## src/rtl/window_line_buffer.sv

```systemverilog
// Purpose: turns a raster pixel stream into 3x3 interior windows using two line memories.
// Latency: a window appears one cycle after its bottom-right (newest) pixel is accepted.
// Backpressure: an un-consumed window stalls input (pixel_ready low) and is held stable.
//
// Ports:
//   clk, rst      - sole clock (rising edge); asynchronous active-high reset
//   pixel_in      - raster-order pixel, qualified by pixel_valid / pixel_ready
//   window_out    - 3x3 window, element e=3*r+c at [DATA_WIDTH*e +: DATA_WIDTH],
//                   r=0 oldest row, c=0 oldest column, e=8 newest pixel
//   window_valid  - window_out holds a complete interior window, consumed on window_ready
//   frame_done    - one-cycle pulse after the last pixel of a frame is accepted
module window_line_buffer #(
    parameter int DATA_WIDTH = 8,
    parameter int IMG_WIDTH  = 8,
    parameter int IMG_HEIGHT = 8
) (
    input  logic                    clk,
    input  logic                    rst,
    input  logic [DATA_WIDTH-1:0]   pixel_in,
    input  logic                    pixel_valid,
    output logic                    pixel_ready,
    output logic [9*DATA_WIDTH-1:0] window_out,
    output logic                    window_valid,
    input  logic                    window_ready,
    output logic                    frame_done
);

    localparam int COL_W = $clog2(IMG_WIDTH);
    localparam int ROW_W = $clog2(IMG_HEIGHT);
    localparam logic [COL_W-1:0] COL_LAST = COL_W'(IMG_WIDTH - 1);
    localparam logic [ROW_W-1:0] ROW_LAST = ROW_W'(IMG_HEIGHT - 1);
    localparam logic [COL_W-1:0] COL_TWO  = COL_W'(2);
    localparam logic [ROW_W-1:0] ROW_TWO  = ROW_W'(2);

    // One vertical slice of the window: top = two rows back, bot = current row.
    typedef struct packed {
        logic [DATA_WIDTH-1:0] top;
        logic [DATA_WIDTH-1:0] mid;
        logic [DATA_WIDTH-1:0] bot;
    } column_t;

    logic [COL_W-1:0]        col;
    logic [ROW_W-1:0]        row;
    logic [DATA_WIDTH-1:0]   line1 [IMG_WIDTH];   // previous row
    logic [DATA_WIDTH-1:0]   line2 [IMG_WIDTH];   // row before that
    logic [9*DATA_WIDTH-1:0] win_q;
    logic [9*DATA_WIDTH-1:0] win_next;
    column_t                 new_col;
    logic                    accept;
    logic                    col_last;
    logic                    row_last;
    logic                    interior;

    assign pixel_ready = !rst && (!window_valid || window_ready);
    assign accept      = pixel_valid && pixel_ready;
    assign col_last    = (col == COL_LAST);
    assign row_last    = (row == ROW_LAST);
    // Rows 0/1 and cols 0/1 would pull in stale line-memory data or wrap
    // across a row boundary, so only these positions complete a window.
    assign interior    = (row >= ROW_TWO) && (col >= COL_TWO);
    assign window_out  = win_q;

    always_comb begin
        new_col.top = line2[col];
        new_col.mid = line1[col];
        new_col.bot = pixel_in;
    end

    // Shift every row one column left and insert the new column on the right.
    always_comb begin
        win_next = win_q;
        for (int r = 0; r < 3; r++) begin
            win_next[DATA_WIDTH*(3*r+0) +: DATA_WIDTH] = win_q[DATA_WIDTH*(3*r+1) +: DATA_WIDTH];
            win_next[DATA_WIDTH*(3*r+1) +: DATA_WIDTH] = win_q[DATA_WIDTH*(3*r+2) +: DATA_WIDTH];
        end
        win_next[DATA_WIDTH*2 +: DATA_WIDTH] = new_col.top;
        win_next[DATA_WIDTH*5 +: DATA_WIDTH] = new_col.mid;
        win_next[DATA_WIDTH*8 +: DATA_WIDTH] = new_col.bot;
    end

    // Position counters.
    always_ff @(posedge clk or posedge rst) begin
        if (rst) begin
            col <= '0;
            row <= '0;
        end else if (accept) begin
            if (col_last) begin
                col <= '0;
                row <= row_last ? '0 : row + 1'b1;
            end else begin
                col <= col + 1'b1;
            end
        end
    end

    // Line memories carry no reset: stale contents are never read into a
    // valid window because windows need rows >= 2 of the current frame.
    always_ff @(posedge clk) begin
        if (accept) begin
            line2[col] <= line1[col];
            line1[col] <= pixel_in;
        end
    end

    // Window registers and output handshake. Accept implies the current
    // window is either invalid or being consumed, so overwriting is safe.
    always_ff @(posedge clk or posedge rst) begin
        if (rst) begin
            win_q        <= '0;
            window_valid <= 1'b0;
            frame_done   <= 1'b0;
        end else begin
            frame_done <= accept && col_last && row_last;
            if (accept) begin
                win_q        <= win_next;
                window_valid <= interior;
            end else if (window_ready) begin
                window_valid <= 1'b0;
            end
        end
    end

endmodule
```

## config.mk

```make
export PLATFORM = sky130hd
export DESIGN_NAME = window_line_buffer
export DESIGN_NICKNAME = d
export VERILOG_FILES = /design/src/rtl/window_line_buffer.sv
export SDC_FILE = /design/constraint.sdc
export NUM_CORES = 1
export LEC_CHECK = 0
export BUFFER_PORTS_ARGS = -buffer_cell sky130_fd_sc_hd__buf_2
export CORE_ASPECT_RATIO = 0.9
export CORE_MARGIN = 2
export CORE_UTILIZATION = 40
export CTS_BUF_LIST = sky130_fd_sc_hd__clkbuf_8
export DETAILED_ROUTE_END_ITERATION = 10
export HOLD_SLACK_MARGIN = 0.08
export MAX_ROUTING_LAYER = met4
export SETUP_SLACK_MARGIN = 0.3
export SKIP_LAST_GASP = 1
export SYNTH_ARGS = -nofsm -noshare
export SYNTH_HDL_FRONTEND = slang
export SYNTH_SLANG_ARGS = --single-unit
export TNS_END_PERCENT = 100
```

## constraint.sdc

```tcl
create_clock -name clk -period 3.45 [get_ports clk]
set_clock_uncertainty 0.15 [all_clocks]
set_input_delay 0.5175 -clock clk [delete_from_list [all_inputs] [get_ports clk]]
set_output_delay 0.5175 -clock clk [all_outputs]
set_load 0.01 [all_outputs]
```

; ---- After elaboration in Yosys (flattened, before gate mapping)
; Memory sizes are Yosys's and may differ from the RTL's. A register that Yosys moved wholly into a read port is not among the register bits.
; Index checks and enable logic that the tools add are counted.
[word_totals]
register_bits = 80
mem_bits_rw = 128
wordCells = 29
n_memories = 2
[mem_list]
columns = memory, words, word_bits, read_ports, rd_ports_with_merged_regs, write_ports, line
row1 = line1, 8, 8, 1, 0, 1, 44  ; logic [DATA_WIDTH-1:0] line1 [IMG_WIDTH];
row2 = line2, 8, 8, 1, 1, 1, 45  ; logic [DATA_WIDTH-1:0] line2 [IMG_WIDTH];
[op_classes]
n_addsub = 2
order_cmp = 2
n_eq_ne = 2
muxes = 6
reduce_logical = 10
[op_table]
columns = cell, count
row1 = 3-bit by 1-bit adder with 3-bit output (second input constant), 2
row2 = 3-bit == test (second input constant), 2
row3 = 3-bit by 2-bit >= comparator with 1-bit output (second input constant), 2
row4 = 3-bit two-way mux, 2
row5 = 1-bit logical AND, 5
row6 = 1-bit two-way mux, 4
row7 = 1-bit zero test, 2
row8 = 2-bit AND reduction, 1
row9 = 2-bit nonzero test, 1
row10 = 1-bit logical OR, 1

; ---- Longest topological paths before layout
[depth]
ltp_word = 6
ltp_mapped = 7
ltp_nobuf = 4

; ---- Worst setup path after synthesis
; OpenSTA, ideal clock, no wires.
[synth_path]
kind = input-to-reg
from = input window_ready
to = memory line1[4][0], enable pin
setup_time_ns = 0.409
arrival_ns = 2.296
path_slack_ns = 0.595
path_stages = 6
path_buffers = 2
path_cell_list = nor2b_1 > nor3b_1 > buf_4 > buf_4 > nand2_1 > nor3_1
[synth_between]
elab_chain_cells = 5
[synth_lines]
columns = item, line
row1 = start: declaration, 24  ; input logic window_ready,
row2 = 1-bit logical OR, 54  ; assign pixel_ready = !rst && (!window_valid || window_ready);
row3 = 1-bit logical AND, 54
row4 = 1-bit logical AND, 55  ; assign accept = pixel_valid && pixel_ready;
row5 = 1-bit two-way mux, 99  ; if (accept) begin
row6 = 1-bit two-way mux (implied by the code), 101  ; line1[col] <= pixel_in;
row7 = end: declaration, 44
; No other way between the ends.

==> metrics.md <==
| Metric | Value |
|---|---|
| Status | `finished clean` |
| P_int | `slightly below 0.006 W` |
| Net Count, Synth | `approximately 490` |
| IO Count | `87` |
| Cts bufs inserted | `34` |
| Routability cong. | `slightly below 0.8` |
| Synth top area share | `between 40 and 50%` |
| Fin. max-slew vios | `0` |
| Commonest cells post-synth | `edfxtp_1 (128), dfrtp_1 (80), mux2_2 (70)` |
| Vias/cell | `around 5.1` |
| Number of synthesized flops with an enable pin | `between 100 and 150` |
| Final period util | `about 71%` |
| Ys async rst share | `between 30 and 40%` |
| Cell accounting for the most synthesized area | `edfxtp_1` |
| Endpoints failing hold | `0` |
| Setup-failing EPs final | `0` |
| # rows | `between 40 and 50` |
| Pre-CTS WS | `between 1 and 1.5 ns` |
| Final WS setup | `approximately 1 ns` |
| P_leak | `3.760 nW` |
| CTS tree | `built` |
| Seq pwr share | `45.4%` |
| Port Buffers | `86` |
| Routed len/inst | `approximately 20 um` |
| Largest net degree at the start of global routing | `85` |
| Routed wl met2 | `between 8 and 9 mm` |
| Worst setup SP type | `flip-flop` |
| CTS clock-pin slew for the worst setup and hold paths | `about 0.06 ns` |
| Placed wire-length estimate | `10.83 mm` |
| Primary FF master, synth | `edfxtp_1` |
| Drt drc | `0` |
| Buffer count from post-CTS setup fixing | `0` |
| Core area | `19,990 um^2` |
| Final wirelength | `between 15 and 20 mm` |
| Crit-path max FO | `22` |
| Starting Density | `a little over 40%` |
| Crit Path Category | `flip-flop to flip-flop` |
| Fmax | `411.0 MHz` |
| # hold bufs at CTS | `1` |
| Type of the worst min-delay path | `primary input to flip-flop` |
| Slew @ Worst Pin | `between 0.9 and 1 ns` |
| Worst hold slack | `between 0.15 and 0.2 ns` |
| Root Buffer | `clkbuf_8` |
| Die W | `154.7 um` |
| Clock power frac | `approximately 25%` |
| Worst skew pair latency | `roughly 0.51 ns` |
| Design area | `approximately 9600 um^2` |
| Number of fill cells in the layout | `~1,700` |
| Cell variety after synth | `45` |
| Uppermost layer routed | `met4` |
| Post-DP Area | `8901 um^2` |
| First-pass GRT wire length | `26.54 mm` |
| Sw Share | `roughly a third` |
| Maximum vdd ir drop | `between 400 and 500 uV` |
| Max-Cap Viols | `0` |
| DR iter-0 viols | `slightly below 300` |
| Inserted Diodes | `0` |
| Power Dens Cells | `898.1 nW/um^2` |
| Switching Power | `about 0.0028 W` |
| Sequential share of the synthesized area | `between 70 and 80%` |
| Area Overhead vs Synth | `17.45%` |
| Layout net count | `between 600 and 700` |
| Clock Sinks | `around 210` |
| Antenna violations before repair | `0` |
| Total grt overflow | `0` |
| Setup TNS | `0 ns` |
| R2r setup slk | `approximately 1.0 ns` |
| Antenna Violating Nets Remaining | `0` |
| Slew Limit Headroom | `approximately 35%` |
| Via count | `between 4,000 and 5,000` |
| GRT Total Usage | `roughly 17%` |
| Share of cells above drive strength 1 | `40.23%` |
| CTS resizes | `0` |
| Slowest cell on crit path | `dfrtp_1` |
| Non-filler cells, final | `around 860` |
| Dpl cells | `804` |
| Max stage delay on crit path | `about 0.92 ns` |
| M1 wire length | `between 7 and 8 mm` |
| Syn Std Cell Area | `a little over 8000 um^2` |
| Data required, critical path | `around 3.7 ns` |
| Crit path DAT | `roughly 2.7 ns` |
| Combinational cell fraction of total power | `about 30%` |
| Most frequent cell after synthesis | `edfxtp_1` |
| Vias in the first global route | `roughly 4,700` |
| CP endpoint kind | `flip-flop` |
| Clock buffer depth | `3` |
| Htree depth | `2` |
| RSZ-0062 raised after global routing | `no` |
| Min Tclk post-route | `2.433 ns` |
| Crit-path cells | `nand2b_1 > o221ai_2 > mux2_2` |
| Post-Syn Instances | `467` |
| Synth Area per Inst | `~18 um^2` |
| Top cells by area, synth | `edfxtp_1 (47%), dfrtp_1 (24%), mux2_2 (9.6%), mux2i_1 (5.3%), o221ai_2 (1.5%)` |
| #FFs+latches synth | `208` |
| Routed met3 length | `~840 um` |
| Die height | `between 100 and 150 um` |
| DR pass1 iterations | `4` |
| Die ar. | `about 22,000 um^2` |
| YS warnings | `0` |
-- state kept, by name (all words and copies together) (netlist names) --
signal and cells:
window_out 72, line1 64, line2 64, col 3
row 3, frame_done 1, window_valid 1
-- worst max-delay path, delay by kind of cell (launching register included) --
family,cells,cell delay (ns)
DFF,1,0.92
and+or+nand+nor,1,0.52
muxes,1,0.36
AOI/OAI and AO/OA,1,0.36
-- per-layer routing --
layer	vias to the layer above	global-route usage (%)
li1	2043	-
met1	2240	20.80
met2	116	27.19
met3	37	3.301
met4	0	5.653
met5	-	-
-- cells by family after synthesis --
family / Yosys count / synth area share (%)
multiplexers: 114 / 15.09
AND/OR/NAND/NOR: 52 / 3.291
buffers and inverters: 30 / 2.924
adder cells (fa/ha/maj): 6 / 0.9184
flip-flops: 208 / 71.51
AO/OA/AOI/OAI: 57 / 6.261
-- per-stage QoR --
step / util [%] / power [W]
2_1_floorplan: - / 0.005616
3_3_place_gp: 44.53 / 0.006459
3_5_place_dp: 44.53 / 0.006543
4_1_cts: 48.03 / 0.008716
5_1_grt: 48.03 / 0.009109
6_report: 48.03 / 0.008622
-- path summary, 6_finish.rpt --
kind | depth (start not counted) | start | endpoint
hold / removal | 1 | pixel_in[3] | line1[7][3]$_DFFE_PP_
min in group asynchronous | 3 | rst | window_out[41]$_DFFE_PP0P_
hold reg to reg | 1 | window_out[1]$_DFFE_PP0P_ | window_out[1]$_DFFE_PP0P_
setup / recovery | 3 | col[1]$_DFFE_PP0P_ | window_out[43]$_DFFE_PP0P_
max in group asynchronous | 4 | rst | window_out[55]$_DFFE_PP0P_
setup reg to reg | 3 | col[1]$_DFFE_PP0P_ | window_out[43]$_DFFE_PP0P_
-- power groups by stage --
stage	clock network, W	registers, W	logic [W]
finish	0.00215	0.00391	0.00256
global route	0.00233	0.00400	0.00278
CTS	0.00221	0.00393	0.00258
detailed placement	0	0.00397	0.00258
global placement	0	0.00393	0.00253
floorplan	0	0.00393	0.00169
-- area by class of cell --
type	count	area, um^2	area share [%]
Sequential cell	208	5847	60.90
Clock inverter	18	125.1	1.303
Timing Repair Buffer	108	610.6	6.360
Inverter	5	20.02	0.2085
Tap cell	255	319.1	3.323
Multi-Input combinational cell	229	2115	22.03
Clock buffer	41	564.3	5.878
-- cells in the final DEF (no fill, tap or decap), types with 2 or more instances in the layout --
cell and instances:
nor2_1 19, a41oi_1 3, edfxtp_1 128, nand2b_1 4, a31oi_1 5, and3_1 4
buf_2 86, a32o_1 3, mux2i_1 43, a221oi_1 2, o221ai_2 8, o22a_1 8
nand2_1 7, nor2b_1 4, a22o_1 2, dfrtp_1 79, nor3b_2 2, a221o_1 2
clkinv_2 2, mux2_2 70, clkinv_1 5, and2_1 2, buf_4 20, clkbuf_8 41
ha_1 6, o21ai_0 2, nor3_2 5, a32oi_1 6, bufinv_16 2, a21oi_1 5
inv_1 13, a22oi_1 2, a211oi_1 2, o221ai_1 2
Note: power is estimated with default switching activity, not from simulation.
